===== src/rtl/spike_tag_fifo_if.sv =====
// Bundles the push/pop handshake and status signals of spike_tag_fifo.
// master: the side that produces and consumes tags (neuron pipeline or bench).
// slave:  the FIFO itself.
interface spike_tag_fifo_if #(
  parameter int tagbits   = 1,
  parameter int depthbits = 2
);
  logic                 push;
  logic [tagbits-1:0]   push_tag;
  logic                 req_deq;
  logic [tagbits-1:0]   fired_tag;
  logic                 fifo_empty;
  logic                 fifo_full;
  logic [depthbits:0]   count;
  logic                 overflow;

  modport master (
    output push, push_tag, req_deq,
    input  fired_tag, fifo_empty, fifo_full, count, overflow
  );

  modport slave (
    input  push, push_tag, req_deq,
    output fired_tag, fifo_empty, fifo_full, count, overflow
  );
endinterface


===== src/rtl/spike_tag_fifo.sv =====
// spike_tag_fifo: first-word-fall-through queue of fired-neuron tags between
// the neuron-update stage (push side) and the synaptic-accumulate stage
// (pop side). Status outputs are registered; fired_tag is a combinational
// show-ahead of the head entry and reads as zero while the queue is empty.
//
// Optional feature: define SPIKE_TAG_FIFO_DEDUP_EN to keep a pending bit per
// neuron so a tag that is already queued is not queued a second time.
module spike_tag_fifo #(
  parameter int tagbits    = 1,
  parameter int numneurons = 2,
  parameter int depthbits  = 2
) (
  input  logic                  clk,
  input  logic                  asyn_reset_n,
  spike_tag_fifo_if.slave       bus
);

  localparam int DEPTH = 1 << depthbits;
  localparam logic [depthbits:0] FULL_COUNT = (depthbits+1)'(DEPTH);

  // Storage and pointers. Pointers wrap naturally at 2**depthbits.
  logic [tagbits-1:0]   r_mem [DEPTH];
  logic [depthbits-1:0] r_rd_ptr;
  logic [depthbits-1:0] r_wr_ptr;
  logic [depthbits:0]   r_count;
  logic                 r_empty;
  logic                 r_full;
  logic                 r_overflow;

  logic [tagbits-1:0]   w_head;
  logic                 w_pop;
  logic                 w_room;
  logic                 w_dup;
  logic                 w_push_acc;
  logic                 w_drop_full;
  logic [depthbits:0]   w_count_next;

  // Raw head entry; only meaningful while the queue is non-empty.
  assign w_head = r_mem[r_rd_ptr];

  // A pop only happens when there is something to pop; a push arriving into
  // an empty queue is never popped in the same cycle because r_empty is the
  // pre-edge state.
  assign w_pop = bus.req_deq && !r_empty;

  // A full queue still has room this cycle if the head leaves at the same edge.
  assign w_room = !r_full || w_pop;

`ifdef SPIKE_TAG_FIFO_DEDUP_EN
  // One pending bit per addressable neuron: set while that tag sits in the queue.
  logic [numneurons-1:0] r_pending;
  logic [numneurons-1:0] w_hit;
  logic [numneurons-1:0] w_pop_hit;
  logic [numneurons-1:0] w_push_hit;

  for (genvar gi = 0; gi < numneurons; gi++) begin : g_pending
    // Does the head entry leaving this cycle carry neuron gi's tag?
    assign w_pop_hit[gi]  = w_pop && (w_head == tagbits'(gi));
    // Is the accepted push neuron gi's tag?
    assign w_push_hit[gi] = w_push_acc && (bus.push_tag == tagbits'(gi));
    // A pending tag blocks a new push unless that very tag leaves this cycle.
    assign w_hit[gi] = r_pending[gi] && (bus.push_tag == tagbits'(gi)) &&
                       !w_pop_hit[gi];

    // Pending bit: set on accepted push, cleared on pop; a same-cycle pop and
    // push of the same tag leaves it set.
    always_ff @(posedge clk or negedge asyn_reset_n) begin
      if (!asyn_reset_n) begin
        r_pending[gi] <= 1'b0;
      end else if (w_push_hit[gi]) begin
        r_pending[gi] <= 1'b1;
      end else if (w_pop_hit[gi]) begin
        r_pending[gi] <= 1'b0;
      end
    end
  end

  assign w_dup = |w_hit;
`else
  // Without deduplication every tag is queued as a normal entry.
  assign w_dup = 1'b0;
`endif

  // Push acceptance and the full-drop condition. A duplicate drop is silent
  // and does not count as an overflow.
  assign w_push_acc  = bus.push && w_room && !w_dup;
  assign w_drop_full = bus.push && !w_room && !w_dup;

  // Next entry count from the accepted push and pop of this cycle.
  always_comb begin
    w_count_next = r_count;
    case ({w_push_acc, w_pop})
      2'b10:   w_count_next = r_count + 1'b1;
      2'b01:   w_count_next = r_count - 1'b1;
      default: w_count_next = r_count;
    endcase
  end

  // Storage write; contents are deliberately left uncleared by reset since
  // the pointers and count alone decide what is valid.
  always_ff @(posedge clk) begin
    if (w_push_acc) begin
      r_mem[r_wr_ptr] <= bus.push_tag;
    end
  end

  // Pointers, registered count/flags and the sticky overflow flag.
  always_ff @(posedge clk or negedge asyn_reset_n) begin
    if (!asyn_reset_n) begin
      r_rd_ptr   <= '0;
      r_wr_ptr   <= '0;
      r_count    <= '0;
      r_empty    <= 1'b1;
      r_full     <= 1'b0;
      r_overflow <= 1'b0;
    end else begin
      if (w_push_acc) begin
        r_wr_ptr <= r_wr_ptr + 1'b1;
      end
      if (w_pop) begin
        r_rd_ptr <= r_rd_ptr + 1'b1;
      end
      r_count <= w_count_next;
      r_empty <= (w_count_next == '0);
      r_full  <= (w_count_next == FULL_COUNT);
      if (w_drop_full) begin
        r_overflow <= 1'b1;
      end
    end
  end

  // Outputs: show-ahead head tag masked to zero while empty.
  assign bus.fired_tag  = r_empty ? '0 : w_head;
  assign bus.fifo_empty = r_empty;
  assign bus.fifo_full  = r_full;
  assign bus.count      = r_count;
  assign bus.overflow   = r_overflow;

endmodule


===== src/flat_wrapper.sv =====
// flat-port wrapper written by rule: the top's interface ports become plain ports
module spike_tag_fifo_flat 
#(
  parameter int tagbits    = 1,
  parameter int numneurons = 2,
  parameter int depthbits  = 2
)
  (clk, asyn_reset_n, bus_push, bus_push_tag, bus_req_deq, bus_fired_tag, bus_fifo_empty, bus_fifo_full, bus_count, bus_overflow);
  spike_tag_fifo_if #(.tagbits(tagbits), .depthbits(depthbits)) bus_i ();
  input  logic clk;
  input  logic asyn_reset_n;
  input wire logic [$bits(bus_i.push)-1:0] bus_push;
  input wire logic [$bits(bus_i.push_tag)-1:0] bus_push_tag;
  input wire logic [$bits(bus_i.req_deq)-1:0] bus_req_deq;
  output wire logic [$bits(bus_i.fired_tag)-1:0] bus_fired_tag;
  output wire logic [$bits(bus_i.fifo_empty)-1:0] bus_fifo_empty;
  output wire logic [$bits(bus_i.fifo_full)-1:0] bus_fifo_full;
  output wire logic [$bits(bus_i.count)-1:0] bus_count;
  output wire logic [$bits(bus_i.overflow)-1:0] bus_overflow;
  assign bus_i.push = bus_push;
  assign bus_i.push_tag = bus_push_tag;
  assign bus_i.req_deq = bus_req_deq;
  assign bus_fired_tag = bus_i.fired_tag;
  assign bus_fifo_empty = bus_i.fifo_empty;
  assign bus_fifo_full = bus_i.fifo_full;
  assign bus_count = bus_i.count;
  assign bus_overflow = bus_i.overflow;
  spike_tag_fifo #(.tagbits(tagbits), .numneurons(numneurons), .depthbits(depthbits)) u_core (.clk(clk), .asyn_reset_n(asyn_reset_n), .bus(bus_i));
endmodule

===== config.mk =====
export PLATFORM = sky130hd
export DESIGN_NAME = spike_tag_fifo_flat
export DESIGN_NICKNAME = d
export VERILOG_FILES = /design/src/rtl/spike_tag_fifo_if.sv /design/src/rtl/spike_tag_fifo.sv /design/src/flat_wrapper.sv
export SDC_FILE = /design/constraint.sdc
export NUM_CORES = 1
export LEC_CHECK = 0
export ABC_AREA = 0
export BUFFER_PORTS_ARGS = -buffer_cell sky130_fd_sc_hd__buf_2
export CORE_MARGIN = 2
export CORE_UTILIZATION = 52
export CTS_CLUSTER_DIAMETER = 200
export DETAILED_ROUTE_END_ITERATION = 6
export GPL_TIMING_DRIVEN = 1
export PLACE_DENSITY_LB_ADDON = 0.2
export SLEW_MARGIN = 20
export SYNTH_ARGS = -nofsm -noshare
export SYNTH_HDL_FRONTEND = slang
export SYNTH_SLANG_ARGS = --single-unit

===== constraint.sdc =====
create_clock -name clk -period 2.4 [get_ports clk]
set_input_delay 0.24 -clock clk [delete_from_list [all_inputs] [get_ports clk]]
set_output_delay 0.24 -clock clk [all_outputs]
set_load 0.02 [all_outputs]

==> flow_summary.ini <==
[outcome]
outcome = complete, no violations

[die]
row_count = 13
fp.coreArea_um2 = 1280
die_w_um = 40.9
dieHeight_um = 40.9
pin_count = 12
dieArea_um2 = 1670
start_util_pct = 55.0

[power_and_ir_drop]
combPwrFrac_pct = 45.4
p_seq_share_pct = 41.0
p_clk_share_pct = 13.6
power_density_nw_per_um2 = 1210
vdd_ir_drop_max_v = 0.000574
p_int_w = 0.000615
swShare_pct = 38.5
p_sw_w = 0.000385
cellLeakagePower_nw = 0.388

[clock_network]
clockBufferDepth = 2
htreeDepth = 1
cts_tree = built
clk_latency_ps = 270
cts-buffers-inserted = 3
cts_sinks = 14
cts_resized = 0
path_clk_slew_ps = 80
cts_root_buf = clkbuf_4

[global_route]
grt_overflow = 0
antenna_found_initial = 0
grt_usage_pct = 16.5
grt_first_pass_wirelength_mm = 1.68
grt_pass1_vias = 404
grt_max_degree = 11
grt_busiest_layer = met2
met3_usage_pct = 4.89
grt_use_met2_pct = 26.6
use_met1_pct = 20.1

[cells_and_area]
nNetsFinal = 83
syn2layout_area_growth_pct = 16.6
multiInputGateArea_um2 = 305
stdcell_count = 86
n_antenna_cell = 0
seq_area_um2 = 372
layout-drive-gt1-share_pct = 28.2
fill_cells = 105

[place]
place_inst = 80
place_congestion = 0.641
hpwl_um = 827
io_buffers = 11

[detailed_routing]
drt_iter0_markers = 6
via_per_inst = 5.15
wl_per_cell_um = 11.9
totalWireLength_mm = 1.02
drcViolationCount = 0
dr.pass1.iters = 4
ant_nets = 0
vias = 443

[timing]
rsz0062_at_grt = false
fin_crit_sh_pct = 93.1
skew_ps = 3.08
max_freq_mhz = 448
slew_violations = 0
max-slew-margin-rel_pct = 83.6
worstMarginPinSlew_ps = 246
fin_setup_tns_ps = 0
timing.final.crit_period_ps = 2230
finalHoldViolCount = 0
setup_viol = 0

[worst_setup_path]
cp_common_cell = inv_1
path_class = flip-flop to flip-flop
startpoint_type = flip-flop
timing.rr.start = u_core.bus.fifo_empty
worstReg2RegEnd = u_core.bus.fifo_full
path_max_fanout = 4
critPathBufInv = 2
cp_data_required_time_ps = 2550
path_cells = nand2b_4 > a21boi_4 > inv_1 > ha_1 > inv_1 > fa_1 > and3b_1 > a32oi_1 > o21ai_1
cp_top_family = adder cells
worstSetupEndpointType = flip-flop
crit_path_max_incr_delay_ps = 550
cp_slowest_cell = dfstp_2
reg2reg_slack_ps = 170
reg2regPathDepth = 9
crit_arrival_ps = 2390

[min_path]
min_from = bus_push_tag
worstHoldPathType = input port to flip-flop
whs_endpoint = u_core.r_mem[2]
whs_path_depth = 1

[yosys]
yosys_warnings = 0
synth.net_count = 65
post_synth_num_cell_types = 22
syn_area_per_cell_um2 = 13.1
synthTopCellsByArea = dfrtp_1, edfxtp_1, ha_1
seq_area_frac_synth_pct = 52.6
ys_seq_elements = 14
syn-instance-count = 54
synth.largest_area_cell = dfrtp_1
synth_top_cell_area_share_pct = 31.9
synth_area_um2 = 707

[job]
drv_cap = 0
==> how the worst max path moves through the flow <==
stage | startpoint | end | slack [ps] | cells past startpoint
finish | u_core.bus.fifo_empty | u_core.bus.fifo_full | 170 | 9
floorplan | u_core.bus.fifo_empty | u_core.bus.fifo_full | 220 | 9
global placement | u_core.bus.fifo_empty | u_core.bus.fifo_full | 220 | 9
detailed placement | u_core.bus.fifo_empty | u_core.bus.fifo_full | 130 | 9
CTS | u_core.bus.fifo_empty | u_core.bus.fifo_full | 120 | 9
global route | u_core.bus.fifo_empty | u_core.bus.fifo_full | 20 | 9
==> power groups by stage <==
| stage | registers, W | logic, W | clock network (W) |
|---|---|---|---|
| 3_3_place_gp | 0.000414 | 0.000441 | 0 |
| 6_report | 0.000410 | 0.000454 | 0.000136 |
| 4_1_cts | 0.000412 | 0.000457 | 0.000139 |
| 5_1_grt | 0.000427 | 0.000520 | 0.000151 |
| 2_1_floorplan | 0.000457 | 0.000296 | 0 |
| 3_5_place_dp | 0.000417 | 0.000457 | 0 |
==> worst reg2reg max path, stage by stage, from the launching register on <==
cell and delay [ps]:
dfstp_2 550, nand2b_4 160, a21boi_4 60, inv_1 50, ha_1 210, inv_1 80
fa_1 460, and3b_1 200, a32oi_1 230, o21ai_1 100
==> cell usage in the layout, fill, tap and decap left out <==
cell,instances
inv_1,8
mux2_1,1
a32oi_1,1
ha_1,5
a21boi_4,1
mux4_2,1
mux2i_1,1
xor2_1,1
nor2_1,1
xnor2_1,6
a31o_2,1
nand2b_4,1
nand2_1,1
dfstp_2,1
dfrtp_1,9
fa_1,1
and2_1,4
nand3_1,2
o21ai_1,2
and3b_1,1
clkbuf_4,3
dlygate4sd3_1,1
buf_4,1
clkbuf_1,1
nor2b_1,1
buf_2,11
edfxtp_1,4
==> through the flow <==
step	worst slack, ps	cell area (um^2)	utilization (%)	power [W]	hold WS (ps)
final	166	825	64.2	0.00100	188
after global routing	18.8	825	64.2	0.00110	185
after CTS	122	817	63.6	0.00101	183
after detailed placement	132	781	60.8	0.000873	113
after global placement	223	781	60.8	0.000855	111
after floorplan	216	707	-	0.000753	-55.6
==> area by class of cell <==
class,instances,share of cell area [%]
well taps,15,2.28
inverters,8,3.64
clock buffers,4,3.19
repair buffers,13,8.80
flip-flops and latches,14,45.1
multi-input cells,32,37.0
==> synthesized netlist by cell type, drive strengths merged <==
master / n
a21boi: 1
a31o: 1
a32oi: 1
and2: 4
and3b: 1
dfrtp: 9
dfstp: 1
edfxtp: 4
fa: 1
ha: 5
inv: 8
mux2: 1
mux2i: 1
mux4: 1
nand2: 1
nand2b: 1
nand3: 2
nor2: 1
nor2b: 1
o21ai: 2
xnor2: 6
xor2: 1
==> what timing repair did <==
action                     CTS  global route
hold buffers                 1             0
hold endpoints to repair     9             0
setup endpoints to repair    0             1
buffers inserted             0             1
==> state kept, by name (all words and copies together), names as in the netlist <==
name / flops
u_core.bus.count: 3
u_core.bus.fifo_empty: 1
u_core.bus.fifo_full: 1
u_core.bus.overflow: 1
u_core.r_mem: 4
u_core.r_rd_ptr: 2
u_core.r_wr_ptr: 2
==> metal layers <==
metal	vias to the layer above	part of all wire, %
li1	215	-
met1	211	44
met2	13	49
met3	4	5.4
met4	0	1.8
met5	-	0
==> kinds of logic after synthesis <==
logic type,share of synthesized area (%)
AO/OA/AOI/OAI,6.55
XOR/XNOR,8.67
adder cells (fa/ha/maj),11.7
buffers and inverters,4.25
flip-flops,52.6
multiplexers,6.19
AND/OR/NAND/NOR,10.1
(Power assumes the default switching activity.)
